File: config.mk
export PLATFORM = sky130hd
export DESIGN_NAME = debug_unit_flat
export DESIGN_NICKNAME = d
export VERILOG_FILES = /design/src/rtl/debug_unit_if.sv /design/src/rtl/debug_unit.sv /design/src/flat_wrapper.sv
export SDC_FILE = /design/constraint.sdc
export NUM_CORES = 1
export LEC_CHECK = 0
export BUFFER_PORTS_ARGS = -buffer_cell sky130_fd_sc_hd__buf_2
export CAP_MARGIN = 40
export CORE_MARGIN = 5
export CORE_UTILIZATION = 50
export DETAILED_ROUTE_END_ITERATION = 6
export PLACE_DENSITY_LB_ADDON = 0.15
export SYNTH_ARGS = -nofsm -noshare
export SYNTH_HDL_FRONTEND = slang
export SYNTH_SLANG_ARGS = --single-unit
File: constraint.sdc
create_clock -name clk -period 2.7 [get_ports clk]
set_input_delay 0.54 -clock clk [delete_from_list [all_inputs] [get_ports clk]]
set_output_delay 0.54 -clock clk [all_outputs]
set_load 0.01 [all_outputs]
File: src/rtl/debug_unit_if.sv
// Debug link bundle: command bytes in, dump bytes out.
// slave = debug_unit side, master = host/transmitter side.
interface debug_unit_if;
  logic       rx_valid;
  logic [7:0] rx_data;
  logic       tx_done;
  logic       tx_start;
  logic [7:0] tx_data;

  modport slave (
    input  rx_valid, rx_data, tx_done,
    output tx_start, tx_data
  );

  modport master (
    output rx_valid, rx_data, tx_done,
    input  tx_start, tx_data
  );
endinterface

File: src/rtl/debug_unit.sv
// Pipeline debug controller: run/step/reset/dump commands over a byte link.
// Ports: clk, reset (sync, high), dbg link, pc_enable/pc_reset/busy, 5 debug words.
module debug_unit #(
  parameter int                    DATA_WIDTH = 32,
  parameter logic [DATA_WIDTH-1:0] HALT_INSTR = 32'hFC000000,
  parameter int                    NUM_WORDS  = 6
) (
  input  logic                  clk,
  input  logic                  reset,
  debug_unit_if.slave           dbg,
  output logic                  pc_enable,
  output logic                  pc_reset,
  output logic                  busy,
  input  logic [DATA_WIDTH-1:0] pc_addr_in,
  input  logic [DATA_WIDTH-1:0] pc_instr_in,
  input  logic [DATA_WIDTH-1:0] reg_w_data_in,
  input  logic [DATA_WIDTH-1:0] reg_rt_data_in,
  input  logic [DATA_WIDTH-1:0] reg_rs_data_in
);

  localparam int SNAP_W = (NUM_WORDS - 1) * DATA_WIDTH + 32;
  localparam int NBYTES = SNAP_W / 8;
  localparam int IW     = $clog2(NBYTES);
  localparam logic [IW-1:0] LAST = IW'(NBYTES - 1);

  localparam logic [7:0] CMD_RUN   = 8'h63;
  localparam logic [7:0] CMD_STEP  = 8'h73;
  localparam logic [7:0] CMD_RST   = 8'h72;
  localparam logic [7:0] CMD_DUMP  = 8'h64;
  localparam logic [7:0] CMD_PAUSE = 8'h70;

  typedef enum logic [2:0] {
    S_IDLE,
    S_RUN,
    S_STEP,
    S_RESET_PIPE,
    S_CAPTURE,
    S_SEND,
    S_WAIT_TX
  } state_e;

  state_e              state_q, state_d;
  logic [31:0]         cnt_q, cnt_d;
  logic [SNAP_W-1:0]   snap_q, snap_d;
  logic [IW-1:0]       idx_q, idx_d;
  logic                tx_start_q, tx_start_d;
  logic [7:0]          tx_data_q, tx_data_d;
  logic                pc_reset_q, pc_reset_d;
  logic                busy_q, busy_d;

  // Byte i of the snapshot, byte 0 being the MSB of pc_addr.
  function automatic logic [7:0] byte_at(
    input logic [SNAP_W-1:0] s,
    input logic [IW-1:0]     i
  );
    logic [SNAP_W-1:0] sh;
    sh = s >> (8 * (NBYTES - 1 - int'(i)));
    return sh[7:0];
  endfunction

  // Same-cycle halt/pause must gate the pipeline, hence combinational.
  always_comb begin
    unique case (state_q)
      S_STEP:  pc_enable = 1'b1;
      S_RUN:   pc_enable = !((pc_instr_in == HALT_INSTR) ||
                             (dbg.rx_valid && dbg.rx_data == CMD_PAUSE));
      default: pc_enable = 1'b0;
    endcase
  end

  always_comb begin
    state_d    = state_q;
    cnt_d      = cnt_q;
    snap_d     = snap_q;
    idx_d      = idx_q;
    tx_data_d  = tx_data_q;
    tx_start_d = 1'b0;

    if (pc_enable && cnt_q != 32'hFFFF_FFFF)
      cnt_d = cnt_q + 32'd1;

    unique case (state_q)
      S_IDLE: begin
        if (dbg.rx_valid) begin
          unique case (1'b1)
            dbg.rx_data == CMD_RUN:  state_d = S_RUN;
            dbg.rx_data == CMD_STEP: state_d = S_STEP;
            dbg.rx_data == CMD_RST:  state_d = S_RESET_PIPE;
            dbg.rx_data == CMD_DUMP: state_d = S_CAPTURE;
            default:                 state_d = S_IDLE;
          endcase
        end
      end
      S_RUN: begin
        if (!pc_enable)
          state_d = S_CAPTURE;
      end
      S_STEP: state_d = S_CAPTURE;
      S_RESET_PIPE: begin
        cnt_d   = '0;
        state_d = S_IDLE;
      end
      S_CAPTURE: begin
        snap_d     = {pc_addr_in, pc_instr_in, reg_w_data_in,
                      reg_rt_data_in, reg_rs_data_in, cnt_q};
        idx_d      = '0;
        tx_start_d = 1'b1;
        tx_data_d  = byte_at(snap_d, '0);
        state_d    = S_SEND;
      end
      S_SEND: state_d = S_WAIT_TX;
      S_WAIT_TX: begin
        if (dbg.tx_done) begin
          if (idx_q == LAST) begin
            state_d = S_IDLE;
          end else begin
            idx_d      = idx_q + 1'b1;
            tx_start_d = 1'b1;
            tx_data_d  = byte_at(snap_q, idx_d);
            state_d    = S_SEND;
          end
        end
      end
      default: state_d = S_IDLE;
    endcase

    pc_reset_d = (state_d == S_RESET_PIPE);
    busy_d     = state_d inside {S_RESET_PIPE, S_CAPTURE,
                                 S_SEND, S_WAIT_TX};
  end

  always_ff @(posedge clk) begin
    if (reset) begin
      state_q    <= S_IDLE;
      cnt_q      <= '0;
      snap_q     <= '0;
      idx_q      <= '0;
      tx_start_q <= 1'b0;
      tx_data_q  <= '0;
      pc_reset_q <= 1'b0;
      busy_q     <= 1'b0;
    end else begin
      state_q    <= state_d;
      cnt_q      <= cnt_d;
      snap_q     <= snap_d;
      idx_q      <= idx_d;
      tx_start_q <= tx_start_d;
      tx_data_q  <= tx_data_d;
      pc_reset_q <= pc_reset_d;
      busy_q     <= busy_d;
    end
  end

  assign dbg.tx_start = tx_start_q;
  assign dbg.tx_data  = tx_data_q;
  assign pc_reset     = pc_reset_q;
  assign busy         = busy_q;

endmodule
File: src/flat_wrapper.sv
// flat-port wrapper written by rule: the top's interface ports become plain ports
module debug_unit_flat 
#(
  parameter int                    DATA_WIDTH = 32,
  parameter logic [DATA_WIDTH-1:0] HALT_INSTR = 32'hFC000000,
  parameter int                    NUM_WORDS  = 6
)
  (clk, reset, pc_enable, pc_reset, busy, pc_addr_in, pc_instr_in, reg_w_data_in, reg_rt_data_in, reg_rs_data_in, dbg_rx_valid, dbg_rx_data, dbg_tx_done, dbg_tx_start, dbg_tx_data);
  debug_unit_if dbg_i ();
  input  logic clk;
  input  logic reset;
  output logic pc_enable;
  output logic pc_reset;
  output logic busy;
  input  logic [DATA_WIDTH-1:0] pc_addr_in;
  input  logic [DATA_WIDTH-1:0] pc_instr_in;
  input  logic [DATA_WIDTH-1:0] reg_w_data_in;
  input  logic [DATA_WIDTH-1:0] reg_rt_data_in;
  input  logic [DATA_WIDTH-1:0] reg_rs_data_in;
  input wire logic [$bits(dbg_i.rx_valid)-1:0] dbg_rx_valid;
  input wire logic [$bits(dbg_i.rx_data)-1:0] dbg_rx_data;
  input wire logic [$bits(dbg_i.tx_done)-1:0] dbg_tx_done;
  output wire logic [$bits(dbg_i.tx_start)-1:0] dbg_tx_start;
  output wire logic [$bits(dbg_i.tx_data)-1:0] dbg_tx_data;
  assign dbg_i.rx_valid = dbg_rx_valid;
  assign dbg_i.rx_data = dbg_rx_data;
  assign dbg_i.tx_done = dbg_tx_done;
  assign dbg_tx_start = dbg_i.tx_start;
  assign dbg_tx_data = dbg_i.tx_data;
  debug_unit #(.DATA_WIDTH(DATA_WIDTH), .HALT_INSTR(HALT_INSTR), .NUM_WORDS(NUM_WORDS)) u_core (.clk(clk), .reset(reset), .dbg(dbg_i), .pc_enable(pc_enable), .pc_reset(pc_reset), .busy(busy), .pc_addr_in(pc_addr_in), .pc_instr_in(pc_instr_in), .reg_w_data_in(reg_w_data_in), .reg_rt_data_in(reg_rt_data_in), .reg_rs_data_in(reg_rs_data_in));
endmodule
### Word level (Yosys, flattened, before mapping)

Index checks and enable logic that the tools add are counted.

* add/subtract/negate cells: 3
* shift-type cells: 1
* multiplexer cells: 16
* equality and inequality tests: 20
* reduce and logical (&&, ||, !) cells: 9

Operator list (number)
* >> shifter 192 x 32 -> 8 bit: 1
* == test 8 x 7 -> 1 bit, second input constant: 5
* adder 32 x 1 -> 32 bit, second input constant: 1
* == test 32 bit, second input constant: 1
* inequality test 32 bit, second input constant: 1
* == test 3 bit, second input constant: 6
* one-hot mux 3 bit (6 select lines): 1
* two-way mux 8 bit: 2
* one-hot mux 8 bit (2 select lines): 1
* two-way mux 3 bit: 4
* one-hot mux 3 bit (4 select lines): 1
* two-way mux 5 bit: 2
* one-hot mux 5 bit (2 select lines): 1
* == test 3 x 2 -> 1 bit, second input constant: 3
* subtractor 5 x 5 -> 6 bit, first input constant: 1
* adder 5 x 1 -> 5 bit, second input constant: 1
* == test 5 bit, second input constant: 1
* inequality test 2 bit, second input constant: 2
* one-hot mux 1 bit (2 select lines): 2
* nonzero test 4 bit: 1
* == test 3 x 1 -> 1 bit, second input constant: 1
* logical NOT 3 bit: 1
* AND reduction 3 bit: 1
* logical AND 1 bit: 2
* 5 further kinds: 6

* input port bits: 172
* logic and storage cells: 57
* register bits: 243

### Depth between registers and ports, before layout

* word-level depth: 9
* depth in mapped cells: 10
* gate-level depth less buffers: 9

### Worst setup path before layout

Ideal clock, no wire load.

* path kind: input port to output port
* start point: input port dbg_rx_data[3]
* end point: output port pc_enable
* path slack: 0.311 ns
* arrival: 1.849 ns
* path buffers: 2
* stages: 6
* data required time: 2.160 ns
* cells stage by stage: or4bb_1 o221ai_1 and2_0 buf_2 buf_2 inv_1

* cells in the longest elaborated chain, start to end: 5

Ends and longest elaborated chain
* start: declaration: RTL line flat_wrapper.sv:21 `input wire logic [$bits(dbg_i.rx_data)-1:0] dbg_rx_data;`
* == test 8 x 7 -> 1 bit: RTL line debug_unit.sv:66 `(dbg.rx_valid && dbg.rx_data == CMD_PAUSE));`
* logical AND 1 bit: RTL line debug_unit.sv:66
* logical OR 1 bit: RTL line debug_unit.sv:65 `S_RUN: pc_enable = !((pc_instr_in == HALT_INSTR) ||`
* logical NOT 1 bit: RTL line debug_unit.sv:65
* one-hot mux 1 bit (2 select lines): RTL line debug_unit.sv:63 `unique case (state_q)`
* end: declaration: RTL line flat_wrapper.sv:12 `output logic pc_enable;`

Every way passes these cells.

### Worst setup path in the final report

* start point: input port pc_instr_in[2]
* end point: output port pc_enable

* cells in the longest elaborated chain, start to end: 4

Ends and longest elaborated chain
* start: declaration: RTL line flat_wrapper.sv:16 `input logic [DATA_WIDTH-1:0] pc_instr_in;`
* == test 32 bit: RTL line debug_unit.sv:65
* logical OR 1 bit: RTL line debug_unit.sv:65
* logical NOT 1 bit: RTL line debug_unit.sv:65
* one-hot mux 1 bit (2 select lines): RTL line debug_unit.sv:63

Every way passes these cells.

==> results summary <==
Hold timing on the final database bottoms out at a slack of around 0.24 ns. The switching fraction of total power is 0.251. TritonCTS built the clock tree.

Clock-pin slew was measured on the worst setup and hold paths at 0.06 ns. After filler insertion, the fill cell instance count of the layout stands at about 1900. The cell area after technology mapping came out at between 10000 and 15000 um^2. The time the final worst path needs with I/O delays and setup came out at between 2 and 3 ns.

The worst hold path belongs to the class input port to register. The die boundary height came out at ~160 um. Pin placement for this block handled between 150 and 200 I/O pins. The internal power consumption is roughly 6700 uW.

The largest net degree at the start of global routing came out at 85. After synthesis, the mean cell area works out to approximately 8.3 um^2. The count of antenna diodes in the layout is 0.

The tree is rooted in a sky130_fd_sc_hd__clkbuf_16. The power per unit of standard cell area came out at approximately 690 nW/um^2. In this run the worst path has a maximum fanout of 4.

STA classifies the critical path endpoint as a primary output. The prevailing post-synth register cell is sky130_fd_sc_hd__dfxtp_1. The post-place instance area came out at about 12000 um^2. VDD sags by at most approximately 390 uV. In this run the power spent charging and discharging nets is about 2200 uW. The area of all placed cells without fillers is 13000 um^2. The number of antenna violations at the first check in global routing came to 0. Of the total synthesized cell area, the portion taken by AND, OR, NAND and NOR gates is 0.245.

The run finished with clean final reports. Yosys printed 0 warnings. At the pin with the least slew margin, the transition time is around 0.85 ns. Setup repair after global routing left no endpoint under its margin.

The achievable clock frequency came out at between 300 and 400 MHz. For the worst-skew pair, the clock arrives at the later sink with an insertion delay of ~0.53 ns. The H-tree level count is 1. The final layout contains routed wiring with a total length of ~30 mm. After detailed routing, the number of remaining DRC violations is 0. The post-synth net total came out at ~1500. Of the total synthesized cell area, the portion taken by full adders, half adders and majority gates is 0.00349. In this run the remaining antenna-violating nets after routing total 0.

Using the TritonRoute via totals, the vias-per-cell ratio works out to around 5.6. The critical path is of the input port to primary output type. The footprint of the multi-input gates came out at between 5000 and 6000 um^2. The number of synthesized flops with an enable pin came out at 0. The proportion of layout cells with a drive suffix above 1 is 0.226.

The share of total power dissipated in combinational logic is 0.115. The first global-routing pass estimated roughly 47 mm of wire. The count of input and output buffers is around 180. By area, the combinational part of the netlist is dominated by simple AND/OR/NAND/NOR gates. The number of distinct library cells after synthesis came out at roughly 50. The number of sinks on the clock net came out at about 240.

In this run, the number of DRC markers left after iteration 0 of detailed routing was between 700 and 800. The clock tree buffer depth came out at 3. Routability-driven placement finished with a final weighted congestion of 0.866. The die footprint is 24500 um^2.

The sequential share of power is 0.436. The normalized max-slew margin came out at 0.435. Of the total power, the clock network draws 0.449. The starting density of the core is 0.509. Across the whole layout, storage elements account for between 4000 and 5000 um^2. The first-pass detailed-route iteration total is 5. The vias after detailed routing came out at a little under 10000. Once the clock tree was built, the setup fixing pass inserted 0 buffers. The worst path required time is 2.16 ns. The worst setup path is launched from an input port. The final setup skew is 0.0189 ns. The worst path arrival time came out at 1.99 ns.

The leakage power of the design is 0.00451 uW. The horizontal die dimension is roughly 160 um. The detailed-placement wirelength estimate came out at between 20 and 25 mm.

From synthesis to final layout, the design area changed by 21.0%. The routed length per instance came out at 17.1 um. Buffers inserted during clock tree synthesis total 26. Across the run, the number of max-cap violations was 0. The instance count of the mapped netlist came out at ~1300. The number of hold-slack violations in the final timing report came out at 0.

The aggregate global routing overflow is 0. After floorplanning, the core was sized to cover between 20000 and 25000 um^2. The final-stage net count is approximately 1600.

The via count of the first global-routing pass is around 9300. The number of synthesized register bits came out at approximately 240. Of all flip-flops after synthesis, the portion carrying an async set or reset was 0. The share of the synthesized area in compound gates (AO/OA/AOI/OAI) came to 0.141. Across every metal layer, demand over resource in global routing totals 0.233.

The portion of synthesized area spent on multiplexers is 0.116. The number of max-slew violations in the final report came to 0. The reg2reg setup slack is between 0.2 and 0.25 ns. The final number of setup-violating endpoints came out at 0. In the finished design, the share of the clock period the worst path needs comes to 0.939. The sequential element share of the synthesized area came out at 0.453.

Of the total synthesized cell area, the portion taken by XOR and XNOR cells is 0.00408. Row generation in the floorplan step produced 53 rows.
-- sequential cells by signal, summed over array words and instances (netlist names) --
signal               cells
u_core.snap_q          192
u_core.cnt_q            32
u_core.dbg.tx_data       8
u_core.idx_q             5
u_core.state_q           3
u_core.busy              1
u_core.dbg.tx_start      1
u_core.pc_reset          1
-- routing by layer --
metal  routed length, um  vias up  global-route usage
met5                   0        -                   0
met4                 725        0              0.0607
met3                1820       50              0.0326
met2               14100      270               0.387
met1               13100     4595               0.323
li1                    -     4829                   -
-- layout by cell type (no fill, tap or decap), types with 2 or more instances in the layout --
master,n
sky130_fd_sc_hd__a2111oi_0,7
sky130_fd_sc_hd__a21oi_1,226
sky130_fd_sc_hd__a31o_2,2
sky130_fd_sc_hd__a31oi_1,3
sky130_fd_sc_hd__and2_1,2
sky130_fd_sc_hd__and3_1,9
sky130_fd_sc_hd__and4_1,2
sky130_fd_sc_hd__buf_12,7
sky130_fd_sc_hd__buf_2,182
sky130_fd_sc_hd__buf_4,26
sky130_fd_sc_hd__bufinv_16,7
sky130_fd_sc_hd__clkbuf_16,27
sky130_fd_sc_hd__clkinv_2,9
sky130_fd_sc_hd__clkinv_4,2
sky130_fd_sc_hd__dfxtp_1,242
sky130_fd_sc_hd__ha_1,2
sky130_fd_sc_hd__inv_1,5
sky130_fd_sc_hd__mux2i_1,17
sky130_fd_sc_hd__mux4_2,48
sky130_fd_sc_hd__nand2_1,425
sky130_fd_sc_hd__nand2b_1,3
sky130_fd_sc_hd__nand3_1,22
sky130_fd_sc_hd__nand3b_1,6
sky130_fd_sc_hd__nand4_1,20
sky130_fd_sc_hd__nand4b_1,3
sky130_fd_sc_hd__nor2_1,28
sky130_fd_sc_hd__nor3_1,13
sky130_fd_sc_hd__nor3b_1,3
sky130_fd_sc_hd__nor4_1,6
sky130_fd_sc_hd__nor4_2,3
sky130_fd_sc_hd__o211ai_1,6
sky130_fd_sc_hd__o21ai_0,18
sky130_fd_sc_hd__o22ai_1,9
sky130_fd_sc_hd__o31ai_1,5
sky130_fd_sc_hd__or2_2,2
sky130_fd_sc_hd__or3_1,20
sky130_fd_sc_hd__or4_1,16
sky130_fd_sc_hd__xnor2_1,3
-- stage by stage --
step | std cells | worst slack, ns | setup TNS [ns] | power [uW] | utilization
after floorplan | 1297 | 0.311 | 0 | 4580 | -
after global placement | 1687 | -0.0986 | -0.177 | 4960 | 0.567
after detailed placement | 1689 | -0.0365 | -0.0406 | 5010 | 0.569
after CTS | 1737 | 0.0450 | 0 | 9010 | 0.616
after global routing | 1737 | 0.0111 | 0 | 9290 | 0.616
final | 1737 | 0.165 | 0 | 8950 | 0.616
-- cell families (layout without fill, tap and decap cells) --
logic type      Yosys count  after routing
fa+ha+maj                 3              3
buf+inv                 105            270
flops                   243            243
mux                      65             65
simple gates            594            594
xor+xnor                  5              5
compound gates          282            282
-- synth_stat cells (2+ instances only) --
cell	instances	area share
sky130_fd_sc_hd__nor2_1	28	0.0098
sky130_fd_sc_hd__nand3_1	22	0.010
sky130_fd_sc_hd__xor2_1	2	0.0016
sky130_fd_sc_hd__o21ai_0	18	0.0084
sky130_fd_sc_hd__and2_0	2	0.0012
sky130_fd_sc_hd__o22ai_1	9	0.0052
sky130_fd_sc_hd__a31oi_1	3	0.0017
sky130_fd_sc_hd__and2_1	2	0.0012
sky130_fd_sc_hd__nor3b_1	3	0.0021
sky130_fd_sc_hd__or2_2	2	0.0012
sky130_fd_sc_hd__nor3_1	13	0.0061
sky130_fd_sc_hd__nand3b_1	6	0.0042
sky130_fd_sc_hd__nand4b_1	3	0.0024
sky130_fd_sc_hd__o31ai_1	5	0.0035
sky130_fd_sc_hd__buf_1	8	0.0028
sky130_fd_sc_hd__a2111oi_0	8	0.0065
sky130_fd_sc_hd__nand2_1	426	0.15
sky130_fd_sc_hd__nand2b_1	3	0.0017
sky130_fd_sc_hd__or4_1	16	0.011
sky130_fd_sc_hd__dfxtp_1	243	0.45
sky130_fd_sc_hd__mux2i_1	17	0.016
sky130_fd_sc_hd__and3_1	9	0.0052
sky130_fd_sc_hd__buf_2	11	0.0051
sky130_fd_sc_hd__clkbuf_1	81	0.028
sky130_fd_sc_hd__nor4_2	2	0.0023
sky130_fd_sc_hd__a21oi_1	226	0.11
sky130_fd_sc_hd__nand4_1	20	0.012
sky130_fd_sc_hd__xnor2_1	3	0.0024
sky130_fd_sc_hd__nor4_1	7	0.0041
sky130_fd_sc_hd__mux4_2	48	0.10
sky130_fd_sc_hd__ha_1	3	0.0035
sky130_fd_sc_hd__and4_1	2	0.0016
sky130_fd_sc_hd__o211ai_1	6	0.0042
sky130_fd_sc_hd__or3_1	20	0.012
sky130_fd_sc_hd__a31o_2	2	0.0016
sky130_fd_sc_hd__inv_1	5	0.0017
-- worst max-delay path: stages --
cell and delay [ns]:
sky130_fd_sc_hd__buf_2 0.11, sky130_fd_sc_hd__nor4_2 0.33, sky130_fd_sc_hd__buf_4 0.16, sky130_fd_sc_hd__nand4_1 0.18
sky130_fd_sc_hd__o221ai_2 0.23, sky130_fd_sc_hd__and2_2 0.24, sky130_fd_sc_hd__inv_1 0.07, sky130_fd_sc_hd__buf_2 0.14
-- final cells by class --
class                      instances  area share
multi-input combinational        949       0.424
sequential                       243       0.375
timing repair buffer             217      0.0989
clock buffer                      28      0.0530
tap                              275      0.0265
clock inverter                    20      0.0220
inverter                           5     0.00144
-- what timing repair did --
item                                    in CTS  in global routing
hold endpoints to repair                     0                  0
endpoints found under the setup margin       1                  2
gates resized for setup                      1                  3
pin swaps                                    0                  1
hold buffers                                 0                  0
-- worst paths after layout --
| check | start | end | depth (start not counted) |
|---|---|---|---|
| worst min-delay path | reg_w_data_in[0] | u_core.snap_q[96] | 3 |
| worst min register to register | u_core.snap_q[13] | u_core.snap_q[13] | 2 |
| worst max register to register | u_core.idx_q[1] | u_core.dbg.tx_data[0] | 9 |
| worst max-delay path | pc_instr_in[2] | pc_enable | 8 |
-- power by group through the flow --
stage | sequential [uW] | combinational (uW) | clock [uW]
finish | 3900 | 1030 | 4020
floorplan | 3950 | 638 | 0
CTS | 3900 | 1030 | 4080
detailed placement | 3980 | 1030 | 0
global placement | 3970 | 993 | 0
global route | 3920 | 1150 | 4230
(Power assumes the default switching activity.)
